File: src/rtl/exec_pkg.sv
// Shared definitions for the execution sequencer: state encoding and default divider.
package exec_pkg;

  localparam int unsigned DIV_DEFAULT = 500000;
  localparam int unsigned STATE_W     = 2;
  localparam int unsigned CNT_W       = 32;

  typedef logic [STATE_W-1:0] state_t;

  localparam state_t ST_IDLE   = 2'b00;
  localparam state_t ST_RUN    = 2'b01;
  localparam state_t ST_STEP   = 2'b10;
  localparam state_t ST_HALTED = 2'b11;

endpackage : exec_pkg

File: src/rtl/exec_sequencer_tick_divider.sv
// Free-running divider: counts 0..DIV-1 while enabled and flags the terminal count.
module tick_divider
  import exec_pkg::*;
#(
  parameter int unsigned DIV = DIV_DEFAULT
) (
  input  logic clk,
  input  logic n_reset,
  input  logic clear,
  input  logic enable,
  output logic tick
);

  localparam int unsigned     DIV_W = (DIV > 1) ? $clog2(DIV) : 1;
  localparam logic [DIV_W-1:0] LAST = DIV_W'(DIV - 1);

  logic [DIV_W-1:0] r_cnt;
  logic             w_last;

  assign w_last = (r_cnt == LAST);

  // Divider counter; wraps at the terminal count, held at zero while cleared.
  always_ff @(posedge clk or negedge n_reset) begin
    if (!n_reset) begin
      r_cnt <= '0;
    end else if (clear) begin
      r_cnt <= '0;
    end else if (enable) begin
      r_cnt <= w_last ? '0 : r_cnt + DIV_W'(1);
    end
  end

  assign tick = enable & ~clear & w_last;

endmodule : tick_divider

File: src/rtl/exec_sequencer.sv
// Execution sequencer: produces the one-cycle cpu_en strobe in free-run,
// single-step and halted modes. Optional macro EXEC_CYCLE_COUNT_EN enables
// the issued-pulse counter on cycle_cnt; otherwise cycle_cnt is tied to 0.
module exec_sequencer
  import exec_pkg::*;
#(
  parameter int unsigned DIV = DIV_DEFAULT
) (
  input  logic             clk,
  input  logic             n_reset,
  input  logic             run_sw,
  input  logic             step_btn,
  input  logic             halt_req,
  input  logic             resume,
  output logic             cpu_en,
  output logic [STATE_W-1:0] state,
  output logic             halted,
  output logic [CNT_W-1:0] cycle_cnt
);

  state_t r_state;
  state_t w_state_nxt;
  logic   r_cpu_en;
  logic   w_cpu_en_nxt;
  logic   r_halted;
  logic   r_step_prev;
  logic   r_resume_prev;
  logic   w_step_edge;
  logic   w_resume_edge;
  logic   w_tick;
  logic   w_in_run;

  assign w_step_edge   = step_btn & ~r_step_prev;
  assign w_resume_edge = resume & ~r_resume_prev;
  assign w_in_run      = (r_state == ST_RUN);

  tick_divider #(
    .DIV (DIV)
  ) u_tick_divider (
    .clk     (clk),
    .n_reset (n_reset),
    .clear   (~w_in_run),
    .enable  (w_in_run),
    .tick    (w_tick)
  );

  // Previous-value registers for rising-edge detection of step and resume.
  always_ff @(posedge clk or negedge n_reset) begin
    if (!n_reset) begin
      r_step_prev   <= 1'b0;
      r_resume_prev <= 1'b0;
    end else begin
      r_step_prev   <= step_btn;
      r_resume_prev <= resume;
    end
  end

  // State register and registered outputs.
  always_ff @(posedge clk or negedge n_reset) begin
    if (!n_reset) begin
      r_state  <= ST_IDLE;
      r_cpu_en <= 1'b0;
      r_halted <= 1'b0;
    end else begin
      r_state  <= w_state_nxt;
      r_cpu_en <= w_cpu_en_nxt;
      r_halted <= (w_state_nxt == ST_HALTED);
    end
  end

  // Next state and strobe: halt beats run, run beats a step edge.
  always_comb begin
    w_state_nxt  = r_state;
    w_cpu_en_nxt = 1'b0;
    case (r_state)
      ST_HALTED: begin
        if (w_resume_edge) begin
          w_state_nxt = ST_IDLE;
        end
      end
      default: begin
        if (halt_req) begin
          w_state_nxt = ST_HALTED;
        end else if (run_sw) begin
          w_state_nxt  = ST_RUN;
          w_cpu_en_nxt = w_in_run & w_tick;
        end else if (r_state == ST_IDLE) begin
          if (w_step_edge) begin
            w_state_nxt  = ST_STEP;
            w_cpu_en_nxt = 1'b1;
          end
        end else if (r_state == ST_STEP) begin
          if (!step_btn) begin
            w_state_nxt = ST_IDLE;
          end
        end else begin
          w_state_nxt = ST_IDLE;
        end
      end
    endcase
  end

  assign cpu_en = r_cpu_en;
  assign state  = r_state;
  assign halted = r_halted;

`ifdef EXEC_CYCLE_COUNT_EN
  logic [CNT_W-1:0] r_cycle_cnt;

  // Count of issued cpu_en pulses; wraps naturally, cleared only by reset.
  always_ff @(posedge clk or negedge n_reset) begin
    if (!n_reset) begin
      r_cycle_cnt <= '0;
    end else begin
      r_cycle_cnt <= r_cycle_cnt + CNT_W'(r_cpu_en);
    end
  end

  assign cycle_cnt = r_cycle_cnt;
`else
  assign cycle_cnt = '0;
`endif

endmodule : exec_sequencer
File: config.mk
export PLATFORM = sky130hd
export DESIGN_NAME = exec_sequencer
export DESIGN_NICKNAME = d
export VERILOG_FILES = /design/src/rtl/exec_pkg.sv /design/src/rtl/exec_sequencer_tick_divider.sv /design/src/rtl/exec_sequencer.sv
export SDC_FILE = /design/constraint.sdc
export NUM_CORES = 1
export LEC_CHECK = 0
export ABC_AREA = 1
export BUFFER_PORTS_ARGS = -buffer_cell sky130_fd_sc_hd__clkbuf_2
export CORE_MARGIN = 2
export CORE_UTILIZATION = 53
export CTS_CLUSTER_SIZE = 12
export DETAILED_ROUTE_END_ITERATION = 8
export GPL_ROUTABILITY_DRIVEN = 1
export PLACE_DENSITY_LB_ADDON = 0.3
export SLEW_MARGIN = 20
export SYNTH_ARGS = -nofsm -noshare
export SYNTH_HDL_FRONTEND = slang
export SYNTH_SLANG_ARGS = --single-unit
File: constraint.sdc
create_clock -name clk -period 1.7 [get_ports clk]
set_input_delay 0.085 -clock clk [delete_from_list [all_inputs] [get_ports clk]]
set_output_delay 0.085 -clock clk [all_outputs]
set_load 0.005 [all_outputs]
=== Word level (Yosys, flattened, before mapping) ===
Cells that the tools add are included.
W data, S select, Z words.

* Bits in registers: 25
* Input port bits: 6
* Output and inout port bits: 36
* Logic and storage cells: 34

* $add $sub $neg: 1
* Equality and inequality tests: 5
* Muxes and demuxes: 15
* Bitwise logic cells: 6
* Reduce and logical (&&, ||, !) cells: 1

{| class="wikitable"
|+ Operators by type and width
! operator !! count
|-
| $mux W19 || 2
|-
| $add A19 B1 Y19 const B || 1
|-
| $eq A19 B19 Y1 const B || 1
|-
| $mux W2 || 8
|-
| $eq A2 B2 Y1 const B || 3
|-
| $mux W1 || 5
|-
| $and A1 B1 Y1 || 4
|-
| $eq A2 B1 Y1 const B || 1
|-
| $logic_not A2 Y1 || 1
|-
| $not A1 Y1 || 2
|}

=== Longest topological paths before layout ===
Gate-level depths: netlist of the first run.

* Depth after elaboration: 8
* Gate-level depth with buffers: 8

=== Hierarchy ===
A second synthesis of the first run with hierarchy kept.

* Cells, all modules: 259
* Area total of the unflattened synthesis: 1810.5 µm²

{| class="wikitable"
|+ By module, submodules not included
! module !! instances !! cells an instance !! area an instance (µm²) !! seq. area each (µm²)
|-
| tick_divider || 1 || 195 || 1292.5 || 475.5
|-
| exec_sequencer || 1 || 64 || 518.0 || 150.1
|}

=== Worst setup path before layout of the first run ===
No wires, ideal clock.

* Path type: register -> register
* Start point: register u_tick_divider.r_cnt[0]
* End point: register u_tick_divider.r_cnt[16]
* Setup time: 117 ps
* Data arrival time: 1157 ps
* Slack: 427 ps
* Cell stages (with the launch flop): 9
* Path buffers: 0
* Period minus slack after synthesis: 1273 ps
* Cell sequence: dfrtp_1 ha_1 nand3_4 nor2_4 nand2_2 inv_1 nand3_1 nor2_1 nor2_1

* Word-level cells in the longest chain between the ends: 3
* Elaborated cells between the ends (all ways): 4

{| class="wikitable"
|+ Ends and longest elaborated chain
! what !! RTL line !! RTL
|-
| from (decl) || exec_sequencer_tick_divider.sv:17 || <nowiki>logic [DIV_W-1:0] r_cnt;</nowiki>
|-
| from (signal assigned) || exec_sequencer_tick_divider.sv:29 || <nowiki>r_cnt <= w_last ? '0 : r_cnt + DIV_W'(1);</nowiki>
|-
| $add A19 B1 Y19 / $eq A19 B19 Y1 (equally long branches) || exec_sequencer_tick_divider.sv:29, exec_sequencer_tick_divider.sv:20 ||
|-
| $mux W19 * || exec_sequencer_tick_divider.sv:29 ||
|-
| $mux W19 * || exec_sequencer_tick_divider.sv:26 || <nowiki>end else if (clear) begin</nowiki>
|}

Mark *: on every way between the ends. The rest lies on a longest branch, timed or not.

=== Worst setup path in the final report of the first run ===
* Start point: register u_tick_divider.r_cnt[0]
* End point: register u_tick_divider.r_cnt[5]

Same word-level chain as after synthesis.

==> results of run 1 <==
==> path summary, 6_finish.rpt <==
path                                                   start                            endpoint  slack, ps  depth (start not counted)
setup reg to reg           u_tick_divider.r_cnt[0]$_DFF_PN0_   u_tick_divider.r_cnt[5]$_DFF_PN0_        270                          6
setup / recovery           u_tick_divider.r_cnt[0]$_DFF_PN0_   u_tick_divider.r_cnt[5]$_DFF_PN0_        270                          6
hold / removal                                      halt_req                    cpu_en$_DFF_PN0_         40                          4
hold reg to reg            u_tick_divider.r_cnt[0]$_DFF_PN0_   u_tick_divider.r_cnt[0]$_DFF_PN0_        510                          1
max in group asynchronous                            n_reset   u_tick_divider.r_cnt[8]$_DFF_PN0_       1020                          2
min in group asynchronous                            n_reset  u_tick_divider.r_cnt[10]$_DFF_PN0_        290                          2
==> cell usage after synthesis (2+ instances only) <==
| library cell | count |
|---|---|
| nand3_1 | 15 |
| nor2_1 | 43 |
| nor2_4 | 3 |
| inv_2 | 2 |
| nand2_2 | 4 |
| dfrtp_1 | 25 |
| inv_1 | 19 |
| buf_4 | 32 |
| nand3b_1 | 3 |
| xor2_1 | 8 |
| nor2_2 | 5 |
| a21oi_1 | 2 |
| nand2_1 | 29 |
| nand4_1 | 5 |
==> cell families (layout without fill, tap and decap cells) <==
family	Yosys count	count (layout)	synth area share [%]
other	1	32	0.229
AO/OA/AOI/OAI	9	9	3.75
adder cells (fa/ha/maj)	1	1	0.766
AND/OR/NAND/NOR	111	111	32.6
XOR/XNOR	9	9	4.82
flip-flops	25	25	38.3
buffers and inverters	53	38	19.5
==> placed cells by master (no fill, tap or decap), types with 2 or more instances in the layout <==
master	instances
conb_1	32
nand3_1	15
nand2_1	29
inv_1	19
nand4_1	5
clkbuf_4	3
a21oi_1	2
nor2_4	3
nand2_2	4
clkbuf_2	9
nor2_2	5
xor2_1	8
dlygate4sd3_1	3
nor2_1	43
inv_2	2
nand3b_1	3
dfrtp_1	25
==> cell type report <==
class	instances	area share (%)
Clock buffer	3	1.36
Clock inverter	1	0.301
Inverter	21	4.74
Multi-Input combinational cell	162	48.5
Sequential cell	25	37.7
Tap cell	33	2.48
Timing Repair Buffer	13	4.97
==> layer usage <==
metal | wire length [um] | part of all wire [%] | track usage, % | vias up
met5 | 0 | 0 | 0 | -
met4 | 17 | 0.62 | 8.25 | 0
met3 | 73 | 2.7 | 2.40 | 2
met2 | 1340 | 49 | 29.0 | 24
met1 | 1300 | 48 | 24.7 | 563
li1 | - | - | - | 621
==> what timing repair did <==
item / in CTS / in global routing
hold buffers: 3 / 0
gates resized for setup: 0 / 0
setup buffers: 0 / 0
endpoints found under the hold margin: 27 / 0
==> state kept, by name, indices dropped and copies added (netlist names) <==
signal and count:
cpu_en 1, halted 1, state 2, r_resume_prev 1, u_tick_divider.r_cnt 19, r_step_prev 1
==> stage by stage <==
stage                     hold slack [ps]  worst slack (ps)
after floorplan                      -211               427
after global placement                126               349
after detailed placement              133               280
after CTS                            35.8               259
after global routing                 45.7               159
final                                41.5               270
==> power breakdown <==
| group | internal, uW | total, uW | switching, uW |
|---|---|---|---|
| registers | 622 | 642 | 20.8 |
| logic | 50.9 | 157 | 106 |
| clock network | 87.9 | 265 | 177 |
==> worst reg2reg max path: cells and delay by family, from the launching register on <==
family / cells / cell delay, ps
flops: 1 / 420
simple gates: 5 / 670
fa+ha+maj: 1 / 250
==> metrics.txt, run 1 <==
status=finished clean; Final Hold Vio Count=0; clk slew on worst S/H paths=140 ps; vias in the first global route=1165; Inst Count DP=251; CP Data Required Time=1910 ps; Crit-path slowest cell=dfrtp_1; CP delay by family, top=simple AND/OR/NAND/NOR gates; PortBufs=9; post-synth top area cell=dfrtp_1; Mean Syn Cell Area=a little under 8 sq um; Die Y=59.5 um; cell area after synthesis=1630 sq um; Fin Setup TNS=0 ps; CP Class=flop to flop; ratio of cells with drive above 1 in the final layout=14.7%; HPWL Detailed=between 2000 and 2500 um; final period utilization=84.1%; DRC Markers=0; GRT overflow=0; RD Place Congestion=0.905; Setup violations, final=0; P per Cell Area=640 nW/um^2; multi-input logic area=about 810 sq um; final max-slew violation count=0; Critical Path, Cell by Cell=ha_1 -> nand3_4 -> nor2_2 -> nand3_2 -> nand2_2 -> nor2_1; Synth top area share=between 30% and 40%; first-pass GRT wire length=4900 um; clk_skew=between 9 and 10 ps; FF+latch count, synth=25; initial antenna violation count=0; clk sink count=25; antenna violation net count after detailed routing=0; Pre-antenna DRT Iters=4; Util after Layout=55.3%; CP max stage delay=420 ps; number of max-cap violations=0; crit path max fanout=6; register area=between 600 and 700 sq um; Area after DPL=1600 sq um; Final Critical Period=about 1400 ps; Die X=59.5 um; largest net degree at the start of global routing=26; H-tree depth=1; Seq/Total Area, Yosys=around two fifths; number of synthesized flops with an enable pin=0; Max Fclk=699 MHz; Worst-Margin Slew=600 ps; Worst EP arrival=1640 ps; post-synthesis async set-or-reset flop share=100%; clk_lat worst skew=320 ps; fin nets=233; ys flop type=dfrtp_1; Routed WL=2730 um; yosys warns=0; relative max-transition margin=approximately three fifths; routed len/inst=~11 um; RSZ-0062 raised after global routing=no; Setup crit end kind=flop; DIE AREA=3540 sq um; synthesis-to-layout area growth=1.68%; Rows=20; Min-Delay Path Class=input pin to flop; Crit path buffers/inverters=0; CTS buffer count=3; Syn Inst Count=around 210; Fill cells=301; CTS max path bufs=2; final std cell area, no fill=between 1500 and 2000 sq um; Peak VDD IR=a little over 0.0004 V; All-Layer GR Usage=a little under a fifth; core area=3000 sq um; boundary pin count=42; Ant. Diodes=0; Tot Pwr=roughly 1100 uW; Starting Density=54.4%; via count=1210; non-filler cells, final=about 260; Vias per Instance=4.69; library cells used by synthesis=28; largest cells by area after synthesis=dfrtp_1 38%, buf_4 15%, nor2_1 9.9%; Startpoint Class=flop; clk root buf=clkbuf_4; P_leak=0.000782 uW; CTS tree=built; initial DRC count=69
No activity file was read; power rests on OpenSTA's default activity.
==> run 2, diff against run 1 <==
- CORE_UTILIZATION: 53 -> 47
- clock period: 1.7 -> 1.2 ns (I/O delays scaled with it)
==> run 2 against run 1 <==
Against the previous run:
- the run now ends with setup timing left
- sequential share of layout area is 5.5 points lower
- first-iteration DRC count rose by 13%
- register-to-register slack worse by 400 ps
- hold slack hardly changed
- highest routed layer unchanged
==> metrics.txt, run 2 (synthesis results as in run 1) <==
worst hold start=run_sw; Pre-antenna DRT Iters=4 (unchanged); most common cell after layout, fill and taps aside=nor2_1; Fill cells=315 (+4.7%); CTS tree=built; vias in the first global route=1239 (+6.4%); All-Layer GR Usage=17.5% (-0.71 points); PortBufs=9 (unchanged); clk_skew=1.91 ps (-7.74 ps); Peak VDD IR=0.000691 V (+67%); Die Y=63.0 um (+5.8%); CTS buffer count=3 (unchanged); Min-Delay Path Class=input pin to flop; RSZ-0062 raised after global routing=yes; via count=1316 (+8.8%); routed len/inst=11.1 um (+5.0%); CP Class=flop to flop; Crit path buffers/inverters=1 (+1); worst reg2reg endpoint=u_tick_divider.r_cnt[6]$_DFF_PN0_; hold-critical path endpoint=halted$_DFF_PN0_; Ant. Diodes=0 (unchanged); reg-to-reg startpoint=u_tick_divider.r_cnt[1]$_DFF_PN0_; register area=628 sq um (+0.40%); clk_lat worst skew=330 ps (about the same); ratio of cells with drive above 1 in the final layout=28.5% (+14 points); GRT overflow=0 (unchanged); boundary pin count=42 (unchanged); Startpoint Class=flop; worst setup margin=-133 ps (-403 ps); Top reg by flops=u_tick_divider.r_cnt; Worst EP arrival=1580 ps (-60 ps); clk root buf=clkbuf_4; status=finished, violations left; Max Fclk=750 MHz (+7.3%); initial antenna violation count=0 (unchanged); crit path max fanout=4 (-2); initial DRC count=78 (+13%); Setup crit end kind=flop; final period utilization=111% (+27 points); WHS Path Cells=4 (unchanged); Critical Path, Cell by Cell=ha_4 -> nand3_4 -> nor2_4 -> buf_4 -> nor2_2 -> a211oi_2; Post-Place Setup Slack=-90.1 ps (-370 ps); Starting Density=49.0% (-5.4 points); H-tree depth=1 (unchanged); CTS max path bufs=2 (unchanged); Tot Pwr=1600 uW (+50%); largest net degree at the start of global routing=26 (unchanged); first-pass GRT wire length=5530 um (+13%); number of max-cap violations=0 (unchanged); Crit-path slowest cell=dfrtp_1; HPWL Detailed=2450 um (+14%); most frequent cells in the layout=35 x nor2_1, 32 x conb_1, 29 x nand2_1; r2r setup slk=-130 ps (-400 ps); Setup violations, final=17 (+17); Vias per Instance=4.46 (-4.9%); multi-input logic area=871 sq um (+8.1%); final hold slack=41.6 ps (+0.0882 ps); synthesis-to-layout area growth=19.4%; Reg2Reg Depth=6 (unchanged); DIE AREA=3960 sq um (+12%); Final Hold Vio Count=0 (unchanged); CP max stage delay=420 ps (about the same); Rows=21 (+5.0%); P_leak=0.000909 uW (+16%); clk slew on worst S/H paths=140 ps (about the same); P per Cell Area=819 nW/um^2 (+28%); RD Place Congestion=0.928 (+2.5%); DRC Markers=0 (unchanged); CP delay by family, top=flip-flops; antenna violation net count after detailed routing=0 (unchanged); Die X=63.0 um (+5.8%); fin nets=257 (+10%); failing checks=setup timing; final max-slew violation count=0 (unchanged); max reg flops=19 (unchanged); clk sink count=25 (unchanged); Routed WL=3280 um (+20%); CP Data Required Time=1440 ps (-470 ps); Final Critical Period=1330 ps (-97.1 ps); core area=3340 sq um (+11%)
## run 2: layer usage
metal,wire length (um),share of wire [%],track usage (%),up-vias
met1,1460,44,22.3,604
met3,124,3.8,3.78,5
li1,-,-,-,674
met4,17,0.52,2.50,0
met2,1680,51,31.0,33
met5,0,0,0,-
## run 2: stage by stage
step / utilization [%] / cells / area (sq um) / setup TNS (ps)
floorplan: - / 240 / 1760 / -22.3
global placement: 53.4 / 282 / 1780 / -418
CTS: 56.5 / 291 / 1890 / -905
detailed placement: 53.4 / 282 / 1780 / -822
global route: 58.5 / 295 / 1950 / -2510
finish: 58.5 / 295 / 1950 / -782
## run 2: cell type report
type,instances,area share (%)
Timing Repair Buffer,37,14.6
Tap cell,46,2.95
Multi-Input combinational cell,162,44.6
Clock buffer,3,1.15
Sequential cell,25,32.2
Clock inverter,1,0.385
Inverter,21,4.04
## run 2: repair_timing
action / 4_1_cts / 5_1_grt
endpoints found under the setup margin: 17 / 21
buffers inserted: 1 / 4
resized for setup: 6 / 13
pin swaps: 1 / 6
hold endpoints to repair: 28 / 0
hold buffers: 4 / 0
## run 2: worst min-delay path: stages
cell and delay, ps:
clkbuf_2 70, inv_1 50, nand3_1 100, a21oi_1 70
## run 2: how the worst max path moves through the flow
| stage | to | cells past startpoint | from |
|---|---|---|---|
| floorplan | u_tick_divider.r_cnt[16]$_DFF_PN0_ | 8 | u_tick_divider.r_cnt[0]$_DFF_PN0_ |
| global placement | u_tick_divider.r_cnt[18]$_DFF_PN0_ | 7 | u_tick_divider.r_cnt[1]$_DFF_PN0_ |
| detailed placement | u_tick_divider.r_cnt[0]$_DFF_PN0_ | 6 | u_tick_divider.r_cnt[1]$_DFF_PN0_ |
| CTS | u_tick_divider.r_cnt[18]$_DFF_PN0_ | 7 | u_tick_divider.r_cnt[1]$_DFF_PN0_ |
| global route | u_tick_divider.r_cnt[16]$_DFF_PN0_ | 8 | u_tick_divider.r_cnt[1]$_DFF_PN0_ |
| finish | u_tick_divider.r_cnt[6]$_DFF_PN0_ | 6 | u_tick_divider.r_cnt[1]$_DFF_PN0_ |
## run 2: power by group
part	total, uW	switching [uW]	internal [uW]
registers	912	31.5	880
clock network	401	273	128
logic	284	180	104
==> run 3, diff against run 2 <==
- CORE_UTILIZATION: 47 -> 49
- SYNTH_HIERARCHICAL: unset -> 1
==> run 3 against run 2 <==
Against the previous run:
- the run still ends with setup timing left
- global-route usage is 3.9 points higher
- sequential power down 2.3%
- register-to-register slack worse by 120 ps
- sequential share of layout area fell by 6.6 points
- via count rose by 33%
- area after synthesis rose by 11%
- worst setup slack worse by 120 ps
- non-clock buffer count increased by 24
- critical path type unchanged
- routed wire length increased by 35%
- synthesized cell count rose by 24%
- first-iteration DRC count shrank 2.6%
==> metrics.txt, run 3 <==
status=finished, violations left; failing checks=setup timing; DIE AREA=4200 sq um (+5.9%); worst reg2reg endpoint=u_tick_divider/r_cnt[17]$_DFFE_PN0P_; boundary pin count=42 (unchanged); clk_skew=6.04 ps (+4.13 ps); cell area after synthesis=1810 sq um (+11%); Top cell by count, worst path=nand3_1; CP Launch Point=u_tick_divider/r_cnt[1]$_DFFE_PN0P_; Top reg by flops=u_tick_divider/r_cnt; number of synthesized flops with an enable pin=0 (unchanged); RD Place Congestion=0.893 (-3.7%); post-synth top area cell=dfrtp_1; Die Y=64.8 um (+2.9%); P_leak=0.00122 uW (+34%); Vias per Instance=4.74 (+6.3%); worst setup margin=-253 ps (-120 ps); CP max stage delay=400 ps (-20 ps); Peak VDD IR=0.000662 V (-4.3%); post-synthesis async set-or-reset flop share=100% (unchanged); first-pass GRT wire length=6980 um (+26%); synthesis-to-layout area growth=34.8%; crit path max fanout=4 (unchanged); PortBufs=9 (unchanged); Rows=22 (+4.8%); largest net degree at the start of global routing=26 (unchanged); core area=3610 sq um (+8.1%); CP Class=flop to flop; Ant. Diodes=0 (unchanged); H-tree depth=1 (unchanged); P per Cell Area=772 nW/um^2 (-5.7%); fin nets=328 (+28%); Critical Path, Cell by Cell=ha_4 -> nand2_4 -> nor2_4 -> nand3_1 -> nor2_1 -> nor2_2 -> buf_4 -> nand3_1 -> nand2_1; clk sink count=25 (unchanged); Tot Pwr=1880 uW (+18%); ys flop type=dfrtp_1; Top Metal Used=met4; library cells used by synthesis=26 (-7.1%); Syn Inst Count=259 (+24%); Setup violations, final=20 (+3); Die X=64.8 um (+2.9%); clk root buf=clkbuf_8; antenna violation net count after detailed routing=0 (unchanged); vias in the first global route=1572 (+27%); Reg2Reg Depth=9 (+3); Final Critical Period=1450 ps (+120 ps); Seq/Total Area, Yosys=34.6% (-3.7 points); Fin Setup TNS=-3740 ps (-2960 ps); relative max-transition margin=57.8%; M1 WL=1860 um (+28%); routed len/inst=12.0 um (+8.0%); Startpoint Class=flop; count leader, synth=nand2_1; via count=1745 (+33%); Min-Delay Path Class=input pin to flop; multi-input logic area=1080 sq um (+24%); Fill cells=315 (unchanged); RSZ-0062 raised after global routing=yes; Crit-path slowest cell=dfrtp_1; GRT overflow=0 (unchanged); CTS tree=built; reg-to-reg startpoint=u_tick_divider/r_cnt[1]$_DFFE_PN0P_; Starting Density=50.2% (+1.2 points); Met3 Routed Length=148 um (+19%); number of max-cap violations=0 (unchanged); HPWL Detailed=3010 um (+23%); Setup crit end kind=flop; final max-slew violation count=0 (unchanged); initial antenna violation count=0 (unchanged); CTS max path bufs=2 (unchanged); clk slew on worst S/H paths=90 ps (-50 ps); Area after DPL=2140 sq um (+20%); met2 wire len=2380 um (+42%); Pre-antenna DRT Iters=4 (unchanged); Worst-Margin Slew=approximately 630 ps; max reg flops=19 (unchanged); final std cell area, no fill=2440 sq um (+25%); Final Hold Vio Count=0 (unchanged); Mean Syn Cell Area=6.99 sq um (-11%); most frequent cells in the layout=64 x nand2_1, 41 x buf_4, 32 x conb_1; All-Layer GR Usage=21.4% (+3.9 points); largest cells by area after synthesis=dfrtp_1 35%, buf_4 14%, nand2_1 14%; yosys warns=6 (+6); CTS buffer count=3 (unchanged); Worst EP arrival=1620 ps (+40 ps); register area=626 sq um (-0.40%); initial DRC count=76 (-2.6%); ratio of cells with drive above 1 in the final layout=35.0% (+6.5 points); Max Fclk=688 MHz (-8.3%); DRC Markers=0 (unchanged); Routed WL=4420 um (+35%); FF+latch count, synth=25 (unchanged); top post-synthesis cells by count=68 x nand2_1, 34 x buf_4, 34 x inv_1, 25 x dfrtp_1, 25 x nor2_1; r2r setup slk=-250 ps (-120 ps); crit path to=u_tick_divider/r_cnt[17]$_DFFE_PN0P_; final period utilization=121% (+10 points); Synth top area share=34.6% (-3.7 points); clk_lat worst skew=270 ps (-60 ps); CP Data Required Time=1370 ps (-70 ps); final hold slack=49.5 ps (+7.87 ps); most common cell after layout, fill and taps aside=nand2_1
-- run 3: cell count changes in the layout (fill, tap and decap cells not counted), moves of 4 or more --
cell / change
nor2_1: -17
inv_1: +9
xor2_1: -5
nand2_1: +35
o21ai_2: +4
buf_4: +20
o22ai_2: +4
nor2_4: +4
inv_2: +6
nor2_2: -4
o21ai_1: +4
-- run 3: area by class of cell --
cell class	count	area share [%]
Multi-Input combinational cell	194	44.2
Sequential cell	25	25.6
Timing Repair Buffer	61	20.3
Inverter	36	5.54
Tap cell	48	2.46
Clock buffer	3	1.69
Clock inverter	1	0.205
-- run 3: kinds of logic after synthesis --
family          synth area share, %
buf+inv                        21.8
xor+xnor                       3.39
fa+ha+maj                     0.691
compound gates                 6.15
flops                          34.6
simple gates                   33.2
other cells                   0.207
-- run 3: repair_timing --
action | CTS | global route
gates cloned | 0 | 1
hold buffers | 4 | 0
endpoints found under the setup margin | 20 | 20
hold endpoints to repair | 28 | 0
resized for setup | 19 | 22
buffers inserted | 2 | 2
pin swaps | 6 | 8
-- run 3: worst min-delay path by stage --
| stage | depth (start not counted) | from | endpoint |
|---|---|---|---|
| after floorplan | 0 | n_reset | cpu_en$_DFF_PN0_ |
| after global placement | 1 | n_reset | u_tick_divider/r_cnt[2]$_DFFE_PN0P_ |
| after detailed placement | 1 | n_reset | u_tick_divider/r_cnt[0]$_DFFE_PN0P_ |
| after CTS | 3 | run_sw | cpu_en$_DFF_PN0_ |
| after global routing | 3 | run_sw | cpu_en$_DFF_PN0_ |
| final | 3 | run_sw | cpu_en$_DFF_PN0_ |
-- run 3: power by group --
part / switching, uW / internal (uW)
combinational: 276 / 210
clock: 274 / 233
sequential: 18.9 / 872
total: 569 / 1310
-- run 3: critical path, delay by kind of cell (launching register included) --
kind                     cells  cell delay (ps)
AND/OR/NAND/NOR              7              630
adder cells (fa/ha/maj)      1              170
flip-flops                   1              400
buffers and inverters        1              150
-- run 3: metrics by stage --
stage	util [%]	instances	setup slack (ps)
after global placement	59.2	355	-156
after global routing	67.7	368	-338
after detailed placement	59.2	355	-199
final	67.7	368	-253
after floorplan	-	290	-121
after CTS	63.8	365	-210
-- run 3: per-layer routing --
| metal | up-vias | GRT usage [%] |
|---|---|---|
| met1 | 841 | 28.2 |
| met4 | 0 | 4.79 |
| met2 | 45 | 37.9 |
| met5 | - | 0 |
| li1 | 855 | - |
| met3 | 4 | 2.08 |
